**src/rtl/qkd_pkg.sv**
```systemverilog
// qkd_pkg: shared constants, default seeds and FSM state type for the BB84 emulation core
package qkd_pkg;
    localparam int KEY_W_DEF = 128;
    localparam int LFSR_W = 16;
    localparam int TAP0 = 15;
    localparam int TAP1 = 13;
    localparam int TAP2 = 12;
    localparam int TAP3 = 10;
    localparam logic [LFSR_W-1:0] SEED_A_DEF = 16'hACE1;
    localparam logic [LFSR_W-1:0] SEED_AB_DEF = 16'h1D2B;
    localparam logic [LFSR_W-1:0] SEED_BB_DEF = 16'h5A5A;
    localparam logic [LFSR_W-1:0] SEED_E_DEF = 16'h3C96;
    typedef enum logic [1:0] {IDLE, RUN, DONE} state_t;
endpackage

```
**src/rtl/qkd_lfsr16.sv**
```systemverilog
// qkd_lfsr16: 16-bit Fibonacci LFSR, loads SEED on reset and steps while en is high
// Ports: clk, rst (sync, active-low), en (advance), state (current register), out_bit (state[0])
module qkd_lfsr16
    import qkd_pkg::*;
#(
    parameter logic [LFSR_W-1:0] SEED = SEED_A_DEF
) (
    input  logic              clk,
    input  logic              rst,
    input  logic              en,
    output logic [LFSR_W-1:0] state,
    output logic              out_bit
);
    always_ff @(posedge clk)
        if (!rst) state <= SEED;
        else if (en) state <= {state[LFSR_W-2:0], state[TAP0] ^ state[TAP1] ^ state[TAP2] ^ state[TAP3]};
    assign out_bit = state[0];
endmodule

```
**src/rtl/qkd_core.sv**
```systemverilog
// qkd_core: BB84 emulation; LFSR-driven bits/bases, basis sifting, first KEY_W sifted bits form final_key
// Ports: clk, rst (sync, active-low), final_key (Bob's sifted key), key_valid, err_count (saturating at 255)
// Build option: QKD_EVE_EN adds an intercept-resend eavesdropper with its own basis LFSR
module qkd_core
    import qkd_pkg::*;
#(
    parameter int                KEY_W   = KEY_W_DEF,
    parameter logic [LFSR_W-1:0] SEED_A  = SEED_A_DEF,
    parameter logic [LFSR_W-1:0] SEED_AB = SEED_AB_DEF,
    parameter logic [LFSR_W-1:0] SEED_BB = SEED_BB_DEF,
    parameter logic [LFSR_W-1:0] SEED_E  = SEED_E_DEF
) (
    input  logic             clk,
    input  logic             rst,
    output logic [KEY_W-1:0] final_key,
    output logic             key_valid,
    output logic [7:0]       err_count
);
    state_t state_q, state_d;
    logic [LFSR_W-1:0] a_st, ab_st, bb_st;
    logic a_bit, a_basis, b_basis, b_bit, en, match, last, unused_st;
    logic [7:0] cnt;
    logic [KEY_W-1:0] sift_reg, sift_nxt;

    assign en = state_q == RUN;
    qkd_lfsr16 #(.SEED(SEED_A))  u_a  (.clk(clk), .rst(rst), .en(en), .state(a_st),  .out_bit(a_bit));
    qkd_lfsr16 #(.SEED(SEED_AB)) u_ab (.clk(clk), .rst(rst), .en(en), .state(ab_st), .out_bit(a_basis));
    qkd_lfsr16 #(.SEED(SEED_BB)) u_bb (.clk(clk), .rst(rst), .en(en), .state(bb_st), .out_bit(b_basis));
`ifdef QKD_EVE_EN
    logic [LFSR_W-1:0] e_st;
    logic e_basis;
    qkd_lfsr16 #(.SEED(SEED_E))  u_e  (.clk(clk), .rst(rst), .en(en), .state(e_st),  .out_bit(e_basis));
    // Eve measuring in the wrong basis resends a random bit
    assign b_bit = (e_basis != a_basis) ? a_bit ^ e_st[1] : a_bit;
    assign unused_st = ^{a_st, ab_st, bb_st, e_st};
`else
    assign b_bit = a_bit;
    assign unused_st = ^{a_st, ab_st, bb_st, SEED_E};
`endif

    assign match = a_basis == b_basis;
    assign last = cnt == 8'(KEY_W - 1);
    assign sift_nxt = b_bit ? sift_reg | ({{(KEY_W-1){1'b0}}, 1'b1} << cnt) : sift_reg;

    always_comb begin
        state_d = state_q;
        case (state_q)
            IDLE:    state_d = RUN;
            RUN:     state_d = (match && last) ? DONE : RUN;
            default: state_d = DONE;
        endcase
    end

    always_ff @(posedge clk)
        if (!rst) begin
            state_q   <= IDLE;
            cnt       <= '0;
            sift_reg  <= '0;
            final_key <= '0;
            key_valid <= 1'b0;
            err_count <= '0;
        end else begin
            state_q <= state_d;
            if (en && match) begin
                sift_reg <= sift_nxt;
                cnt      <= cnt + 8'd1;
                if (b_bit != a_bit && err_count != 8'hFF) err_count <= err_count + 8'd1;
                if (last) begin
                    final_key <= sift_nxt;
                    key_valid <= 1'b1;
                end
            end
        end
endmodule

```
**config.mk**
```make
export PLATFORM = sky130hd
export DESIGN_NAME = qkd_core
export DESIGN_NICKNAME = d
export VERILOG_FILES = /design/src/rtl/qkd_pkg.sv /design/src/rtl/qkd_lfsr16.sv /design/src/rtl/qkd_core.sv
export SDC_FILE = /design/constraint.sdc
export NUM_CORES = 1
export LEC_CHECK = 0
export CORE_UTILIZATION = 52
export CTS_BUF_LIST = sky130_fd_sc_hd__clkbuf_4
export CTS_CLUSTER_SIZE = 10
export DETAILED_ROUTE_END_ITERATION = 8
export PLACE_DENSITY_LB_ADDON = 0.15
export SYNTH_ARGS = -nofsm -noshare
export SYNTH_HDL_FRONTEND = slang
export SYNTH_SLANG_ARGS = --single-unit
```
**constraint.sdc**
```tcl
create_clock -name clk -period 2 [get_ports clk]
set_input_delay 0.4 -clock clk [delete_from_list [all_inputs] [get_ports clk]]
set_output_delay 0.4 -clock clk [all_outputs]
set_load 0.02 [all_outputs]
```
==> results of run 1 <==
[worst max-delay path by stage]
stage / start / endpoint / slack [ns] / depth (start not counted)
3_5_place_dp: cnt[1] / sift_reg[53] / -0.23 / 7
6_report: cnt[0] / final_key[75] / -0.13 / 7
2_1_floorplan: cnt[0] / final_key[27] / 0.04 / 7
4_1_cts: u_ab.state[0] / final_key[9] / -0.11 / 6
3_3_place_gp: u_ab.state[0] / sift_reg[77] / -0.19 / 6
5_1_grt: u_ab.state[0] / final_key[75] / -0.21 / 7
[final cells by class]
cell class,instances,area share (%)
timing repair buffer,225,14.7
clock buffer,117,5.71
multi-input combinational,908,35.8
tap,280,2.28
clock inverter,10,0.244
antenna,1,0.0163
inverter,5,0.171
sequential,315,41.1
[layer usage]
layer | global-route usage, % | up-vias | wire length (um)
met3 | 6.02 | 85 | 2460
met1 | 35.7 | 5275 | 14300
met5 | 0 | - | 0
met4 | 12.5 | 0 | 991
li1 | - | 5104 | -
met2 | 42.8 | 469 | 16000
[power groups by stage]
| stage | Combinational, mW | Sequential (mW) | Clock, mW |
|---|---|---|---|
| 6_report | 0.768 | 6.42 | 5.11 |
| 3_5_place_dp | 0.675 | 6.55 | 0 |
| 4_1_cts | 0.698 | 6.41 | 5.21 |
| 3_3_place_gp | 0.667 | 6.55 | 0 |
| 5_1_grt | 0.816 | 6.42 | 5.56 |
| 2_1_floorplan | 0.419 | 6.54 | 0 |
[kinds of logic after synthesis]
group / synth area share [%]
DFF: 54.0
other: 0.0321
xor gates and xnor gates: 1.20
and+or+nand+nor: 21.8
adders and majority gates: 0.643
AOI/OAI and AO/OA: 16.7
buffers and inverters: 5.60
[worst max-delay path, cell delays in order (launching register included)]
cell      delay [ns]
dfxtp_4         0.38
ha_4            0.15
nand3_4         0.08
or4_4           0.71
buf_6           0.19
buf_16          0.16
a311oi_2        0.25
nor3_1          0.08
[timing repair]
action,CTS,global route
setup buffers,0,7
cloned,3,6
pin swaps,4,17
gates resized for setup,163,98
endpoints found under the setup margin,259,154
hold buffers,0,0
[synth_stat cells, drive strengths merged, types with 6 or more instances]
cell	instances	area share, %
a211oi	67	4.3
a21oi	73	3.1
a311oi	52	3.9
a31oi	72	3.9
buf	57	2.8
clkbuf	81	2.6
dfxtp	315	54
ha	6	0.64
nand2	130	4.2
nand2b	6	0.32
nand3	26	1.2
nor2	276	8.9
nor2b	6	0.32
nor3	125	5.6
o21a	20	1.3
xnor2	14	1.1
[per-stage QoR]
stage / instance area (um2) / setup slack [ns] / power [mW] / hold slack (ns)
5_1_grt: 15400 / -0.213 / 12.8 / 0.179
6_report: 15400 / -0.132 / 12.3 / 0.187
4_1_cts: 14700 / -0.107 / 12.3 / 0.143
3_3_place_gp: 13600 / -0.188 / 7.21 / 0.437
3_5_place_dp: 13600 / -0.231 / 7.23 / 0.444
2_1_floorplan: 11700 / 0.0408 / 6.96 / 0.432
==> impl_metrics.json, run 1 <==
{
  "routed_via_density": 5.87,
  "violations": "negative setup slack",
  "num_vias": 10933,
  "end_kind": "flip-flop",
  "seq_area_mm2": 0.00632,
  "min_from": "rst",
  "grt_max_degree": 51,
  "required_ns": 2.56,
  "nNetsFinal": 1543,
  "grt.total_usage_pct": 27.2,
  "cts_tree": "yes",
  "core_area_mm2": 0.0219,
  "ir_worst_vdd_uv": 446,
  "wl_per_cell_um": 18.1,
  "ios": 139,
  "fin_tns_setup_ns": -2.63,
  "synth_edf_count": 0,
  "synthArstFlopShare_pct": 0,
  "max_cap_violations": 0,
  "r2r_cells": 7,
  "synth-seq-cells": 315,
  "power_density_mw_per_mm2": 800,
  "max_freq_mhz": 469,
  "hold_class": "in -> reg",
  "min_period_over_period_pct": 107,
  "place_inst": 1717,
  "setup.worst_path.start_class": "flip-flop",
  "syn_inst": 1358,
  "max-clock-path-buffers": 3,
  "drv_slew": 0,
  "route.detailed.drc": 0,
  "cts.root.buffer_cell": "clkbuf_4",
  "grt_overflow": 0,
  "drive_above_1_share_pct": 21.6,
  "path_max_fanout": 20,
  "timing.rr.start": "cnt[0]",
  "post_synth.cell_area_avg_um2": 8.60,
  "drtAntennaViolNets": 0,
  "critPathArrivalTime_ns": 2.69,
  "internal_power_mw": 9.26,
  "hold_viol": 0,
  "grt_pass1_vias": 9983,
  "yosys_warnings": 0,
  "drt_iter0_markers": 839,
  "cts.sinks": 315,
  "cts_buffers": 80,
  "clk_pin_slew_ns": 0.07,
  "crit_type": "reg -> reg",
  "power_switching_mw": 3.04,
  "period_minus_slack_ns": 2.13,
  "min_to": "sift_reg[54]",
  "gp_congestion": 0.824,
  "dieWidth_um": 152,
  "ys.flop_type": "dfxtp_1",
  "outcome": "finished, violations left",
  "fillers": 1743,
  "min_path_cells": 3,
  "utilization_pct": 70.2,
  "hpwl_um": 19100,
  "grt_pass1_wl_um": 51500,
  "start_util_pct": 53.3,
  "multi_input_area_mm2": 0.00550,
  "r2r_end": "final_key[75]",
  "h-tree-depth": 3,
  "fin_cells": 1861,
  "worst_slew_pin_slew_ns": 1.06,
  "die-height_um": 152,
  "clock_latency_ns": 0.69,
  "finalSetupViolCount": 62,
  "switching_share_pct": 24.7,
  "grt_antenna_before_repair": 1,
  "row_count": 54,
  "setup_slack_ns": -0.132,
  "power_frac_comb_pct": 6.2,
  "wirelength_um": 33700,
  "fin_worst_skew_ns": 0.0410,
  "seq_area_frac_synth_pct": 54.0,
  "final_common_cell": "dfxtp_1",
  "slew_headroom_pct": 29.2,
  "mostFrequentLayoutCells": "dfxtp_1 (311), nor2_1 (274), nand2_1 (130), dlygate4sd2_1 (129), clkbuf_4 (118)",
  "first_pass_iters": 5,
  "regToRegSetupSlack_ns": -0.13,
  "numPortBuffers": 130,
  "die_area_mm2": 0.0231,
  "rsz0062_at_grt": "yes",
  "clockPowerShare_pct": 41.6,
  "leakagePower_nw": 6.25,
  "seqPwrFrac_pct": 52.2,
  "syn2layout_area_growth_pct": 31.7,
  "netlist_area_mm2": 0.0117,
  "synth_cell_types": 39
}
Power figures use the tool's default switching activity.
==> run 2, diff against run 1 <==
--- a/config.mk
+++ b/config.mk
@@ -9,6 +9,7 @@
 export CTS_BUF_LIST = sky130_fd_sc_hd__clkbuf_4
 export CTS_CLUSTER_SIZE = 10
 export DETAILED_ROUTE_END_ITERATION = 8
+export GPL_ROUTABILITY_DRIVEN = 0
 export PLACE_DENSITY_LB_ADDON = 0.15
 export SYNTH_ARGS = -nofsm -noshare
 export SYNTH_HDL_FRONTEND = slang
==> results of run 2 <==
Same layout as run 1: the final DEF is identical, and so are final timing and power.
